## src/rtl/arb_pkg.sv

```systemverilog
// Shared types and constants for the hold-capable round-robin arbiter.
package arb_pkg;

    typedef enum logic {
        ARB_FIXED = 1'b0,
        ARB_RR    = 1'b1
    } arb_mode_e;

    localparam int HOLD_CNT_W = 8;

endpackage

```

## src/rtl/rr_pick.sv

```systemverilog
// Combinational circular search: first set request at or after a start index.
module rr_pick #(
    parameter int NUM_PORTS = 5,
    parameter int ID_W      = $clog2(NUM_PORTS)
) (
    input  logic [NUM_PORTS-1:0] req,
    input  logic [ID_W-1:0]      start,
    output logic                 found,
    output logic [ID_W-1:0]      idx
);

    logic [NUM_PORTS-1:0] rot;
    logic [ID_W-1:0]      offs;
    logic [ID_W:0]        sum;

    always_comb begin
        // Doubling the vector turns the wrap-around into a plain shift.
        rot   = NUM_PORTS'({req, req} >> start);
        found = |req;
        offs  = '0;
        for (int i = NUM_PORTS - 1; i >= 0; i--) begin
            if (rot[i]) begin
                offs = ID_W'(i);
            end
        end
        sum = {1'b0, start} + {1'b0, offs};
        if (sum >= (ID_W+1)'(NUM_PORTS)) begin
            sum = sum - (ID_W+1)'(NUM_PORTS);
        end
        idx = sum[ID_W-1:0];
    end

endmodule

```

## src/rtl/rr_hold_arbiter.sv

```systemverilog
// N-port arbiter, fixed or round-robin at run time, with bounded grant hold.
module rr_hold_arbiter
    import arb_pkg::*;
#(
    parameter int NUM_PORTS = 5,
    parameter int MAX_HOLD  = 4,
    localparam int ID_W     = $clog2(NUM_PORTS)
) (
    input  logic                 clk_i,
    input  logic                 rst_ni,
    input  logic                 mode_i,
    input  logic [NUM_PORTS-1:0] req_i,
    output logic [NUM_PORTS-1:0] gnt_o,
    output logic [ID_W-1:0]      gnt_id_o,
    output logic                 gnt_valid_o
);

    logic [NUM_PORTS-1:0]  gnt_q;
    logic [ID_W-1:0]       id_q;
    logic                  valid_q;
    logic [ID_W-1:0]       ptr_q;
    logic [HOLD_CNT_W-1:0] hold_q;

    arb_mode_e       mode;
    logic            keep;
    logic [ID_W-1:0] start;
    logic            found;
    logic [ID_W-1:0] win;
    logic [ID_W-1:0] ptr_nxt;

    assign mode  = arb_mode_e'(mode_i);
    assign keep  = (|(gnt_q & req_i)) &&
                   (hold_q < HOLD_CNT_W'(MAX_HOLD - 1));
    assign start = (mode == ARB_RR) ? ptr_q : '0;
    assign ptr_nxt = (win == ID_W'(NUM_PORTS - 1)) ? '0 : win + 1'b1;

    rr_pick #(
        .NUM_PORTS(NUM_PORTS),
        .ID_W     (ID_W)
    ) u_pick (
        .req  (req_i),
        .start(start),
        .found(found),
        .idx  (win)
    );

    always_ff @(posedge clk_i or negedge rst_ni) begin
        if (!rst_ni) begin
            gnt_q   <= '0;
            id_q    <= '0;
            valid_q <= 1'b0;
            ptr_q   <= '0;
            hold_q  <= '0;
        end else if (keep) begin
            hold_q <= hold_q + 1'b1;
        end else if (found) begin
            gnt_q   <= NUM_PORTS'(1) << win;
            id_q    <= win;
            valid_q <= 1'b1;
            hold_q  <= '0;
            if (mode == ARB_RR) begin
                ptr_q <= ptr_nxt;
            end
        end else begin
            gnt_q   <= '0;
            id_q    <= '0;
            valid_q <= 1'b0;
            hold_q  <= '0;
        end
    end

    assign gnt_o       = gnt_q;
    assign gnt_id_o    = id_q;
    assign gnt_valid_o = valid_q;

endmodule
```

## config.mk

```make
export PLATFORM = sky130hd
export DESIGN_NAME = rr_hold_arbiter
export DESIGN_NICKNAME = d
export VERILOG_FILES = /design/src/rtl/arb_pkg.sv /design/src/rtl/rr_pick.sv /design/src/rtl/rr_hold_arbiter.sv
export SDC_FILE = /design/constraint.sdc
export NUM_CORES = 1
export LEC_CHECK = 0
export ABC_AREA = 1
export BUFFER_PORTS_ARGS = -buffer_cell sky130_fd_sc_hd__buf_2
export CORE_MARGIN = 2
export CORE_UTILIZATION = 25
export CTS_BUF_LIST = sky130_fd_sc_hd__clkbuf_8
export DETAILED_ROUTE_END_ITERATION = 8
export PLACE_DENSITY = 0.48
export SETUP_SLACK_MARGIN = 0.2
export SLEW_MARGIN = 20
export SYNTH_ARGS = -nofsm -noshare
export SYNTH_HDL_FRONTEND = slang
export SYNTH_SLANG_ARGS = --single-unit
```

## constraint.sdc

```tcl
create_clock -name clk_i -period 10.9 [get_ports clk_i]
set_clock_uncertainty 0.1 [all_clocks]
set_input_delay 1.635 -clock clk_i [delete_from_list [all_inputs] [get_ports clk_i]]
set_output_delay 1.635 -clock clk_i [all_outputs]
set_load 0.02 [all_outputs]
```

==> impl.org, run 1 <==
** Outcome
- The flow ran to the end, and the final reports show no timing, DRC or antenna violations.

** Setup path
- The cell that appears most often on the critical path is sky130_fd_sc_hd__nand2_1.
- STA classifies the critical path endpoint as a register.
- STA classifies the critical path startpoint as a primary input.
- Data arrives at the worst endpoint at 5.22 ns.
- FF-to-FF Start :: ptr_q[0]$_DFFE_PN0P_
- For the worst setup path, the data required time is between 10 and 15 ns.
- The endpoint identified for the worst register-to-register timing path is ptr_q[2]$_DFFE_PN0P_.
- The critical path contains buffers and inverters numbering 4 combined.
- In this design, the largest share of critical-path delay is due to simple AND/OR/NAND/NOR gates.
- Of all nets on the critical path, the largest fanout is 9.
- The largest individual stage delay along the critical path comes from the cell sky130_fd_sc_hd__fa_1.
- The worst setup path is of the primary input to register kind.
- Reg2Reg Setup Slack :: between 6 and 7 ns
- Max stage delay on crit path :: roughly 0.59 ns
- The critical path goes through buf_2 > nand2_4 > nand2_1 > and2_1 > o21ai_2 > nand2_1 > nand2_2 > nand2_1 > nor2_1 > inv_1 > fa_1 > ha_1 > inv_1 > o21ai_0 > nand3_4 > nand2_1 > nand2_2 > nand2_1 > inv_1 > ha_1 > nor2_1 > nand2_1 > nand2_1.
- Reg2Reg Depth :: 22

** Logic synthesis
- Counting instances in the post-synthesis netlist gives the leading cell types as sky130_fd_sc_hd__nand2_1 (50), sky130_fd_sc_hd__dfrtp_1 (20), sky130_fd_sc_hd__inv_1 (19), sky130_fd_sc_hd__nand3_1 (19).
- Most frequently used flop master after synthesis :: sky130_fd_sc_hd__dfrtp_1
- Post-synth top area share :: 35.3%
- After synthesis, the cell types taking the most area are sky130_fd_sc_hd__dfrtp_1 (35%), sky130_fd_sc_hd__nand2_1 (13%), sky130_fd_sc_hd__nand3_1 (6.7%).
- The synthesized design spends more area on one cell type than any other, namely sky130_fd_sc_hd__dfrtp_1.
- Count of different cell masters after synthesis :: 30
- FF+latch count, synth :: 20
- Mapped cell area :: 1420 um^2
- Of the synthesized area, sequential elements account for a little over a third.
- Fraction of registers with async set/reset :: 100%
- The synthesized design contains 0 enable-type register cells.
- Post-Syn Instances :: between 150 and 200
- Number of warnings reported in the yosys synthesis log :: 0
- In the post-synthesis netlist, the cell with the most instances is sky130_fd_sc_hd__nand2_1.
- Mean area per synthesized cell :: 7.83 um^2

** STA
- The final hold violation count is 0.
- The final critical path takes up 46.9% of the cycle.
- The number of max-slew violations in the final report was 0.
- Fin Setup TNS :: 0 ns
- RSZ-0062 raised after global routing :: false
- Post-layout minimum cycle time :: 5.12 ns
- At the pin with the least slew margin, the transition time is 0.732 ns.
- Setup violations remaining at the end of the flow were counted as 0.
- Fmax achieved :: 195 MHz
- Worst relative slew slack :: 50.7%

** Pwr
- IR analysis of the VDD net gives a maximum drop of 0.0823 mV.
- Power per standard cell area :: 270 nW/um^2
- Leakage power :: 0.902 nW

** Clocking
- In this run the number of H-tree levels came out at 1.
- Buffers added to address setup during post-CTS repair amount to 0.
- The later pin in the worst-skew pair is clocked with a latency of 0.26 ns.
- The number of clock buffers added by TritonCTS is 3.
- CTS placed an instance of sky130_fd_sc_hd__clkbuf_8 at the clock tree root.
- TritonCTS built the clock tree.
- Gates resized during post-CTS repair numbered 0.
- In this run, post-CTS hold repair placed 0 buffers.
- Clk slew on worst S/H paths :: around 0.08 ns
- The clock passes through at most 2 buffers.
- Counting every sink on the clock net gives 20.

** Hold path
- The worst hold path begins at hold_q[0]$_DFF_PN0_.
- Hold WC Path Type :: register to register
- The path with the worst hold slack has its endpoint at hold_q[0]$_DFF_PN0_.
- Hold depth :: 1

** Global routing
- Global-route usage over all layers :: 10.8%
- After global routing the overflow that remains totals 0.
- Entering global routing, the biggest net connects 21 pins.
- Most Crowded Layer GR :: met2
- Met2 demand-to-capacity share in global routing :: 16.8%
- The number of global-route vias before repair came to approximately 1,200.
- The first global-routing pass estimated around 5400 um of wire.
- GRT met1 Usage :: approximately 15%
- GR Util met3 :: under 10%
- The initial antenna violation count came to 0.

** Route
- The first detailed-routing pass ran for 4 iterations.
- After detailed routing, the total wire length is 2920 um.
- For this run, design rule violations remaining after detail routing come to 0.
- Antenna-violating nets left :: 0
- The first routing iteration left 59 violations.
- Summing over every cut layer, the via total after detailed routing is 1,173.
- After detailed routing, the number of vias per cell comes to roughly 4.2.
- Dividing the detail-routed wire length by the instance count gives 10.5 um.

** Die
- Height of the die :: 79.3 um
- After floorplanning, the core was divided into 27 placement rows.
- The floorplan step defined a die boundary enclosing 6290 um^2.
- Area of the core :: 5510 um^2
- Die span in x :: 79.3 um
- Initial core utilization :: 25.7%
- Pin placement for this block handled 17 I/O pins.

** Cells and area
- In the final layout, the multi-input gates occupy 835 um^2.
- The area growth from synthesis to layout is 17.6%.
- Fill cell total of the finished layout :: 611
- Net total in the final layout :: 221
- 0 antenna diodes ended up in the layout.
- The sequential cells in the finished layout cover a total of between 500 and 600 um^2.
- After the flow finishes, the layout carries non-filler instances totaling about 280.
- Share of cells above drive strength 1 :: a little over a quarter

** Placed design
- Placed cell count :: 273
- Hpwl dp :: 2400 um
- Number of buffers added on ports :: 16
- The congestion estimate from routability-driven global placement came to 0.759.

** Job
- Number of violations of the max-capacitance limit :: 0
cells by family (layout without fill, tap and decap cells):
group / count (synthesis) / count (layout) / share of synthesized area [%]
compound gates: 14 / 14 / 6.80
fa+ha+maj: 7 / 7 / 6.71
buf+inv: 25 / 44 / 7.15
flops: 20 / 20 / 35.3
other cells: 1 / 6 / 0.265
simple gates: 114 / 114 / 43.8
layer usage:
layer	wire, um	share of wire [%]
met5	0	0
met4	0	0
met3	85	2.9
met2	1290	44
met1	1550	53
layout by cell type, fill, tap and decap left out, drive strengths merged:
master  instances
inv            24
a221o           1
buf            16
a21oi           2
a22o            1
conb            6
nor2           12
o21ai           8
dfrtp          20
nand2          68
and2            2
ha              6
o211ai          1
o22ai           1
nand4           5
bufinv          1
fa              1
nor3            1
or2             1
nand3          24
nor4            1
clkbuf          3
worst max-delay path by stage:
stage	depth (start not counted)	to	slack [ns]	start
final	23	ptr_q[2]$_DFFE_PN0P_	5.78	mode_i
after global routing	23	ptr_q[2]$_DFFE_PN0P_	5.33	mode_i
after detailed placement	23	ptr_q[2]$_DFFE_PN0P_	5.50	mode_i
after CTS	23	ptr_q[2]$_DFFE_PN0P_	5.76	mode_i
after floorplan	23	ptr_q[2]$_DFFE_PN0P_	5.91	mode_i
after global placement	23	ptr_q[2]$_DFFE_PN0P_	5.54	mode_i
cell type report:
class | instances | area share, %
clock inverters | 1 | 1.80
flip-flops and latches | 20 | 30.0
inverters | 24 | 5.41
multi-input cells | 141 | 50.1
well taps | 72 | 5.41
repair buffers | 16 | 4.80
clock buffers | 3 | 2.48
state kept, by name (all words and copies together) (netlist names):
name / flops
gnt_id_o: 3
ptr_q: 3
gnt_valid_o: 1
hold_q: 8
gnt_o: 5
power breakdown:
part / internal, W / switching (W)
clock: 0.0000490 / 0.0000243
sequential: 0.0000933 / 0.0000156
combinational: 0.0000965 / 0.000171
through the flow:
| stage | hold WS, ns | setup slack [ns] | utilization (%) | total power [W] | area, um^2 |
|---|---|---|---|---|---|
| 2_1_floorplan | 0.310 | 5.91 | - | 0.000326 | 1440 |
| 3_3_place_gp | 0.331 | 5.54 | 29.0 | 0.000381 | 1600 |
| 3_5_place_dp | 0.336 | 5.50 | 29.0 | 0.000380 | 1600 |
| 4_1_cts | 0.347 | 5.76 | 30.3 | 0.000456 | 1670 |
| 5_1_grt | 0.370 | 5.33 | 30.3 | 0.000500 | 1670 |
| 6_report | 0.343 | 5.78 | 30.3 | 0.000450 | 1670 |
Power figures use the tool's default switching activity.
==> run 2, diff against run 1 <==
--- a/config.mk
+++ b/config.mk
@@ -5,13 +5,13 @@
 export SDC_FILE = /design/constraint.sdc
 export NUM_CORES = 1
 export LEC_CHECK = 0
-export ABC_AREA = 1
+export ABC_AREA = 0
 export BUFFER_PORTS_ARGS = -buffer_cell sky130_fd_sc_hd__buf_2
 export CORE_MARGIN = 2
 export CORE_UTILIZATION = 25
 export CTS_BUF_LIST = sky130_fd_sc_hd__clkbuf_8
 export DETAILED_ROUTE_END_ITERATION = 8
-export PLACE_DENSITY = 0.48
+export PLACE_DENSITY = 0.49
 export SETUP_SLACK_MARGIN = 0.2
 export SLEW_MARGIN = 20
 export SYNTH_ARGS = -nofsm -noshare
==> constraint.sdc (replaced) <==
create_clock -name clk_i -period 4.6 [get_ports clk_i]
set_clock_uncertainty 0.1 [all_clocks]
set_input_delay 0.69 -clock clk_i [delete_from_list [all_inputs] [get_ports clk_i]]
set_output_delay 0.69 -clock clk_i [all_outputs]
set_load 0.02 [all_outputs]
==> run 2 against run 1 <==
- sequential share of layout area is 7.2 points lower
- critical path depth is 5 lower
- non-clock buffer count is 38 higher
- combinational power grew to 4.7 times the previous value
- sequential power grew to 2.6 times the previous value
- flip-flop and latch count stayed put
- clock-buffer cell count is 1 higher
- die area is 14% higher
- power grew to 3.7 times the previous value
==> impl.org, run 2 <==
** Logic synthesis
- Mean area per synthesized cell :: 9.28 um^2 (+18%)
- Top post-synthesis cells by area :: sky130_fd_sc_hd__dfrtp_1 (31%), sky130_fd_sc_hd__nand2_1 (4.8%), sky130_fd_sc_hd__ha_1 (4.6%)
- Post-synth top area share :: 30.7% (-4.7 points)
- The number of flops mapped to enable cells by yosys was 0 (unchanged).
- The post-synthesis cell area was 1630 um^2 (+15%).
- sky130_fd_sc_hd__dfrtp_1 takes more of the synthesized area than any other cell.
- FF+latch count, synth :: 20 (unchanged)
- The most used flip-flop cell after synthesis is sky130_fd_sc_hd__dfrtp_1.
- The post-synthesis async set-or-reset flop share was 100% (unchanged).
- The distinct cell type count after synthesis was 58 (+93%).
- List of most frequent post-synthesis cells :: sky130_fd_sc_hd__nand2_1 (21), sky130_fd_sc_hd__dfrtp_1 (20), sky130_fd_sc_hd__nor2_1 (11)
- The synthesized instance count was 176 (-2.8%).
- Number of warnings reported in the yosys synthesis log :: 0 (unchanged)
- The most common cell in the synthesized netlist is sky130_fd_sc_hd__nand2_1.
- Seq/Total Area, Yosys :: 30.7% (-4.7 points)

** Setup path
- The signal on the critical path passes through clkbuf_16 > nand4bb_1 > nand3_1 > a221o_1 > o21a_4 > nor3_4 > inv_2 > fa_2 > ha_2 > nand2b_4 > a21o_1 > a221o_1 > buf_4 > a31oi_4 > mux2i_4 > and2_4 > ha_1 > o31ai_1.
- By startpoint and endpoint, the worst setup path is classified as register to register.
- The maximum net fanout on the critical path was 10 (+1).
- The slowest stage of the critical path is the sky130_fd_sc_hd__fa_2 cell.
- Max stage delay on crit path :: 0.51 ns (-0.08 ns)
- CP Data Arrival Time :: 4.37 ns (-0.85 ns)
- The number of buffers and inverters on the critical path came to 3 (-1).
- Startpoint type of the worst setup path :: register
- Required time worst endpoint :: 4.66 ns (-6.34 ns)
- The endpoint identified for the worst register-to-register timing path is ptr_q[2]$_DFFE_PN0P_.
- The cell depth of the worst flop-to-flop path was 18 (-18%).
- Reg2Reg Setup Slack :: 0.29 ns (-6.55 ns)
- The cell family contributing the most delay on the critical path is compound AO/OA/AOI/OAI gates.
- FF-to-FF Start :: ptr_q[0]$_DFFE_PN0P_
- The most numerous cell type found on the critical path is sky130_fd_sc_hd__a221o_1.
- STA classifies the critical path endpoint as a register.

** Pwr
- The static power due to leakage was 0.983 nW (+9.1%).
- The net switching power of the design was 0.000720 W (+240%).
- The total power consumption of the routed design came to 0.00167 W (+270%).
- Sw frac :: 43.1% (-3.8 points)
- Worst vdd rail ir drop :: 0.324 mV (+290%)
- Clock network power share :: 7.8% (-8.5 points)
- The total internal power is 0.000951 W (+300%).
- The portion of total power attributed to combinational logic was 75.3% (+16 points).
- The sequential group share of total power came to 17.0% (-7.2 points).
- Power per standard cell area :: 758 nW/um^2 (+180%)

** Cells and area
- The flip-flop count of the largest register after layout came to 8 (unchanged).
- The library cell used most frequently in the layout, excluding fill and tap cells, is sky130_fd_sc_hd__buf_4.
- The number of diodes came to 0 (unchanged).
- Commonest non-fill, non-tap cells in the layout :: sky130_fd_sc_hd__buf_4 (36), sky130_fd_sc_hd__nand2_1 (20), sky130_fd_sc_hd__dfrtp_1 (17)
- The final-stage net count is 242 (+9.5%).
- Share of cells above drive strength 1 :: 38.5% (+12 points)
- The register with the most flip-flops in the final layout is hold_q.
- From synthesis to final layout, the design area changed by 35.1%.

** Route
- The via total after detailed routing was 1,462 (+25%).
- The DRC marker count from the first detailed-route iteration came to 61 (+3.4%).
- Pre-antenna DRT Iters :: 4 (unchanged)
- The mean routed wirelength per cell is 13.7 um (+30%).
- Number of remaining DRC errors :: 0 (unchanged)
- Total wire length :: 4150 um (+42%)
- Antenna-violating nets left :: 0 (unchanged)
- Via-per-instance ratio :: 4.83 (+14%)

** STA
- Final hold violation count :: 0 (unchanged)
- The slew at the pin closest to its max-slew limit was 0.843 ns (+0.112 ns).
- The hold slack is 0.272 ns (-0.0710 ns).
- Setup repair after global routing could not meet its margin everywhere.
- Final worst path period share :: a little over nine tenths
- Final max-slew violation count :: 0 (unchanged)
- For this run, the top clock speed supported by timing is 232 MHz.
- Final setup violation count :: 0 (unchanged)
- Post-layout minimum cycle time :: 4.31 ns
- The aggregate negative setup slack was 0 ns (unchanged).
- Worst relative slew slack :: 43.8% (-6.9 points)

** Clocking
- The number of buffers between clock root and the deepest sink is 2 (unchanged).
- Clock Sink Count :: 20 (unchanged)
- Clock buffers created by TritonCTS :: 3 (unchanged)
- Clk slew on worst S/H paths :: 0.07 ns (about the same)
- CTS tree :: done
- The deepest level of the CTS H-tree is 1 (unchanged).
- Source-to-sink clock delay at the later pin of the worst-skew pair :: 0.25 ns (about the same)
- The tree is rooted in a sky130_fd_sc_hd__clkbuf_8.

** Die
- Area of the core :: 6350 um^2 (+15%)
- The top-level port count was 17 (unchanged).
- Die span in x :: 84.8 um (+7.0%)
- The area of the die was 7190 um^2 (+14%).
- The vertical die dimension was 84.8 um (+7.0%).
- The cell row count was 29 (+7.4%).
- The initial cell density of the core came to 25.7% (-0.030 points).

** Global routing
- Pin count of the biggest net entering global routing :: 21 (unchanged)
- The total congestion overflow after global routing is 0 (unchanged).
- First-pass GRT wire length :: 6870 um (+28%)
- The global router's overall resource usage came to 11.4% (+0.61 points).
- The initial antenna violation count was 0 (unchanged).
- Vias in the first global route :: 1,370 (+15%)

** Placed design
- The count of input and output buffers came to 16 (unchanged).
- Routability cong. :: 0.884 (+16%)
- Hpwl dp :: 3140 um (+31%)

** Job
- The max-capacitance violation count was 0 (unchanged).

** Outcome
- The flow ran to the end, and the final reports show no timing, DRC or antenna violations.

** Hold path
- The tightest min-delay check is of the primary input to async pin type.
==> run 2: layout make-up <==
class	instances	area, um^2
Clock buffer	4	55.1
Fill cell	642	4140
Inverter	10	41.3
Multi-Input combinational cell	138	1110
Sequential cell	20	504
Tap cell	77	96.3
Timing Repair Buffer	54	395
==> run 2: logic make-up after synthesis <==
kind of cell | Yosys count | share of synthesized area (%)
other | 1 | 0.230
adder cells (fa/ha/maj) | 7 | 5.82
flip-flops | 20 | 30.7
multiplexers | 10 | 7.36
buffers and inverters | 23 | 9.50
AO/OA/AOI/OAI | 47 | 23.3
AND/OR/NAND/NOR | 66 | 22.1
XOR/XNOR | 2 | 1.07
==> run 2: through the flow <==
stage                     worst slack, ns  instances  instance area (um^2)  util [%]
after detailed placement         -0.00515        293                  2070      32.6
after CTS                           0.215        297                  2130      33.5
after global routing                0.183        303                  2210      34.7
after floorplan                    0.0795        181                  1780         -
after global placement             0.0107        293                  2070      32.6
final                               0.293        303                  2210      34.7
==> run 2: worst max path at each step <==
| stage | depth (start not counted) | from | slack [ns] | to |
|---|---|---|---|---|
| finish | 18 | ptr_q[0]$_DFFE_PN0P_ | 0.29 | ptr_q[2]$_DFFE_PN0P_ |
| global route | 18 | ptr_q[0]$_DFFE_PN0P_ | 0.18 | ptr_q[2]$_DFFE_PN0P_ |
| global placement | 19 | mode_i | 0.01 | ptr_q[2]$_DFFE_PN0P_ |
| detailed placement | 19 | mode_i | -0.005 | ptr_q[2]$_DFFE_PN0P_ |
| CTS | 18 | ptr_q[0]$_DFFE_PN0P_ | 0.21 | ptr_q[2]$_DFFE_PN0P_ |
| floorplan | 19 | req_i[2] | 0.08 | ptr_q[2]$_DFFE_PN0P_ |
==> run 2: metal layers <==
layer / part of all wire [%] / vias to the layer above / track usage [%]
met5: 0 / - / 0
met4: 1.1 / 0 / 2.31
met3: 2.6 / 4 / 1.85
met2: 46 / 27 / 17.8
met1: 51 / 681 / 16.7
li1: - / 750 / -
==> run 2: worst register-to-register path: cells and delay by family, from the launching register on <==
kind / cells / cell delay [ns]
DFF: 1 / 0.45
and+or+nand+nor: 5 / 0.66
muxes: 1 / 0.26
AOI/OAI and AO/OA: 6 / 1.40
adders and majority gates: 3 / 0.93
buffers and inverters: 3 / 0.41
==> run 2: repair_timing <==
| item | in CTS | in global routing |
|---|---|---|
| pin swaps | 0 | 2 |
| gates cloned | 0 | 1 |
| resized for setup | 2 | 6 |
| setup endpoints to repair | 5 | 7 |
| buffers inserted | 0 | 5 |
| hold buffers | 0 | 0 |
==> run 2: power groups by stage <==
stage / registers [W] / logic [W] / clock network [W]
after detailed placement: 0.000282 / 0.00118 / 0
after floorplan: 0.000284 / 0.000856 / 0
after CTS: 0.000280 / 0.00120 / 0.000136
after global placement: 0.000283 / 0.00119 / 0
final: 0.000284 / 0.00126 / 0.000130
after global routing: 0.000289 / 0.00136 / 0.000147
==> run 3, diff against run 2 <==
--- a/config.mk
+++ b/config.mk
@@ -11,7 +11,7 @@
 export CORE_UTILIZATION = 25
 export CTS_BUF_LIST = sky130_fd_sc_hd__clkbuf_8
 export DETAILED_ROUTE_END_ITERATION = 8
-export PLACE_DENSITY = 0.49
+export PLACE_DENSITY = 0.41
 export SETUP_SLACK_MARGIN = 0.2
 export SLEW_MARGIN = 20
 export SYNTH_ARGS = -nofsm -noshare
==> run 3 against run 2 <==
- flip-flop and latch count unchanged
- cell area up 5.3%
- combinational power up 10%
- power up 9.4%
- final cell count up 2.6%
- first-iteration DRC count down 11%
- die area unchanged
- critical path depth unchanged
- non-clock buffer count up 8
- maximum frequency down 0.91%
- critical path type is now primary input to register
==> impl.org, run 3 (synthesis gave the netlist of run 2 again) <==
** Outcome
- The run finished with clean final reports.

** Route
- The number of iterations in the first detailed-routing pass is 4 (unchanged).
- Total wire length :: 4650 um (+12%)
- Antenna-violating nets left :: 0 (unchanged)
- The mean routed wirelength per cell came to 15.0 um (+9.3%).
- The remaining routing DRC violations came to 0 (unchanged).
- The detailed-route vias per instance was 4.88 (+1.2%).
- The DRC marker count from the first detailed-route iteration was 54 (-11%).
- Total via count after detailed routing :: 1,519 (+3.9%)

** Global routing
- Vias in the first global route :: 1,470 (+7.3%)
- The maximum number of pins on one net before global-route repair came to 21 (unchanged).
- The global router's overall resource usage came to 12.5% (+1.1 points).
- The total congestion overflow after global routing was 0 (unchanged).
- The initial antenna violation count was 0 (unchanged).
- First-pass GRT wire length :: 7330 um (+6.8%)

** STA
- Fmax achieved :: 230 MHz (-0.91%)
- RSZ-0062 raised after global routing :: true
- Final hold violation count :: 0 (unchanged)
- The final critical-path required period was 4.35 ns (+0.0395 ns).
- The final cycle utilization of the critical path was 94.5% (+0.86 points).
- Fin Setup TNS :: 0 ns (unchanged)
- Final max-slew violation count :: 0 (unchanged)
- The number of setup violations in the final report came to 0 (unchanged).
- The max-slew headroom at the worst pin came to 44.0% (+0.18 points).
- The slew at the pin closest to its max-slew limit is 0.841 ns (-0.00273 ns).

** Clocking
- Post-cts hold buffer count :: 0 (unchanged)
- Clock Sink Count :: 20 (unchanged)
- CTS tree :: done
- Clock tree synthesis selected as its root buffer the cell sky130_fd_sc_hd__clkbuf_8.
- Clock tree buffer depth :: 2 (unchanged)
- Source-to-sink clock delay at the later pin of the worst-skew pair :: 0.26 ns (about the same)
- Clk slew on worst S/H paths :: 0.08 ns (about the same)
- Clock buffers created by TritonCTS :: 3 (unchanged)
- H-tree levels :: 1 (unchanged)

** Cells and area
- Fill cell total of the finished layout :: 662 (+3.1%)
- Net total in the final layout :: 250 (+3.3%)
- Commonest non-fill, non-tap cell in the layout :: sky130_fd_sc_hd__buf_4
- Leaving out fill and tap cells, the most frequent cells in the layout are sky130_fd_sc_hd__buf_4 (40), sky130_fd_sc_hd__nand2_1 (20), sky130_fd_sc_hd__dfrtp_1 (17).
- Final Core Density :: 36.6% (+1.8 points)
- The post-route cell area came to 2320 um^2 (+5.3%).
- Synth-to-layout area growth :: 42.2%
- The flip-flop count of the largest register after layout was 8 (unchanged).
- Biggest register :: hold_q
- Share of cells above drive strength 1 :: 43.6% (+5.1 points)
- Antenna Cells :: 0 (unchanged)

** Die
- The initial cell density of the core came to 25.7% (unchanged).
- The cell row count is 29 (unchanged).
- The core box area came to 6350 um^2 (unchanged).
- Die Outline Area :: 7190 um^2 (unchanged)
- The top-level port count is 17 (unchanged).
- Height of the die :: 84.8 um (unchanged)
- Die span in x :: 84.8 um (unchanged)

** Pwr
- The worst IR drop on VDD is 0.315 mV (-2.9%).
- The total internal power came to 0.00105 W (+10%).
- Sw frac :: 42.6% (-0.50 points)
- The static power due to leakage is 1.06 nW (+7.5%).
- The portion of total power attributed to combinational logic was 75.8% (+0.5 points).
- The power density normalized to cell area came to 787 nW/um^2 (+3.9%).
- The total power consumption of the routed design is 0.00183 W (+9.4%).
- The net switching power of the design is 0.000779 W (+8.1%).
- The sequential group share of total power was 14.6% (-2.4 points).
- The fraction of power consumed by the clock network is 9.6% (+1.8 points).

** Placed design
- Area after DPL :: 2090 um^2 (+0.85%)
- Routability cong. :: 0.766 (-13%)
- Number of buffers added on ports :: 16 (unchanged)
- The post-DP HPWL was 3380 um (+7.6%).

** Hold path
- The worst hold path belongs to the class primary input to async pin.

** Setup path
- For this design, the slowest cell found on the critical path is sky130_fd_sc_hd__fa_2.
- The signal on the critical path passes through buf_2 > mux2i_1 > o32ai_2 > a221o_1 > o21a_4 > nor3_4 > inv_2 > fa_2 > ha_2 > nand2b_4 > a21o_1 > a221o_2 > buf_6 > a221oi_4 > nor4_4 > and2_1 > ha_1 > o31ai_1.
- The worst setup path is launched from a primary input.
- Required time worst endpoint :: 4.66 ns (about the same)
- The endpoint arrival time on the critical path is 4.41 ns (+0.04 ns).
- The maximum net fanout on the critical path is 7 (-3).
- The worst setup path is of the primary input to register kind.
- The worst stage delay on the critical path came to 0.52 ns (about the same).
- Critical Path End Type :: register

** Job
- Number of violations of the max-capacitance limit :: 0 (unchanged)
run 3: changes by cell type in the layout (fill, tap and decap cells not counted), sizes merged:
cell and delta:
inv +1, buf +9, bufinv +1, clkinvlp -1
clkbuf -2
run 3: worst paths after layout:
check	to	start	slack [ns]	cells after the start
setup / recovery	ptr_q[2]$_DFFE_PN0P_	req_i[2]	0.25	18
hold / removal	hold_q[1]$_DFF_PN0_	rst_ni	0.27	1
setup reg to reg	ptr_q[2]$_DFFE_PN0P_	ptr_q[0]$_DFFE_PN0P_	0.25	18
hold reg to reg	hold_q[0]$_DFF_PN0_	hold_q[0]$_DFF_PN0_	0.34	1
max in group asynchronous	ptr_q[0]$_DFFE_PN0P_	rst_ni	3.79	1
min in group clk_i	hold_q[0]$_DFF_PN0_	hold_q[0]$_DFF_PN0_	0.34	1
run 3: final cells by class:
class                           instances  area [um^2]  area share, %
Multi-Input combinational cell        138         1160           49.8
Clock inverter                          1         30.0           1.29
Clock buffer                            3         41.3           1.78
Inverter                               10         37.5           1.62
Timing Repair Buffer                   62          457           19.7
Sequential cell                        20          504           21.7
Tap cell                               77         96.3           4.15
run 3: timing repair:
| item | 4_1_cts | 5_1_grt |
|---|---|---|
| pin swaps | 0 | 11 |
| resized for setup | 3 | 21 |
| setup buffers | 2 | 8 |
| setup endpoints to repair | 8 | 9 |
run 3: critical path, delay by kind of cell:
kind                     cells  cell delay, ns
adder cells (fa/ha/maj)      3            0.99
AO/OA/AOI/OAI                7            1.67
multiplexers                 1            0.18
buffers and inverters        3            0.36
AND/OR/NAND/NOR              4            0.51
run 3: per-stage QoR:
stage,hold slack [ns],std cells,setup slack (ns)
global route,0.301,311,0.0964
global placement,0.336,297,-0.00946
detailed placement,0.324,297,-0.0271
finish,0.268,311,0.254
floorplan,0.294,181,0.0795
CTS,0.285,303,0.205
run 3: power by group through the flow:
| stage | clock network, W | registers, W | logic [W] |
|---|---|---|---|
| global placement | 0 | 0.000299 | 0.00119 |
| CTS | 0.000180 | 0.000296 | 0.00121 |
| global route | 0.000191 | 0.000272 | 0.00151 |
| floorplan | 0 | 0.000284 | 0.000856 |
| detailed placement | 0 | 0.000299 | 0.00118 |
| finish | 0.000175 | 0.000268 | 0.00139 |
run 3: metal layers:
layer / up-vias / global-route usage, % / wire, um
met4: 0 / 2.45 / 31
met2: 36 / 19.3 / 2130
met5: - / 0 / 0
met3: 4 / 1.46 / 120
met1: 716 / 18.8 / 2370
li1: 763 / - / -
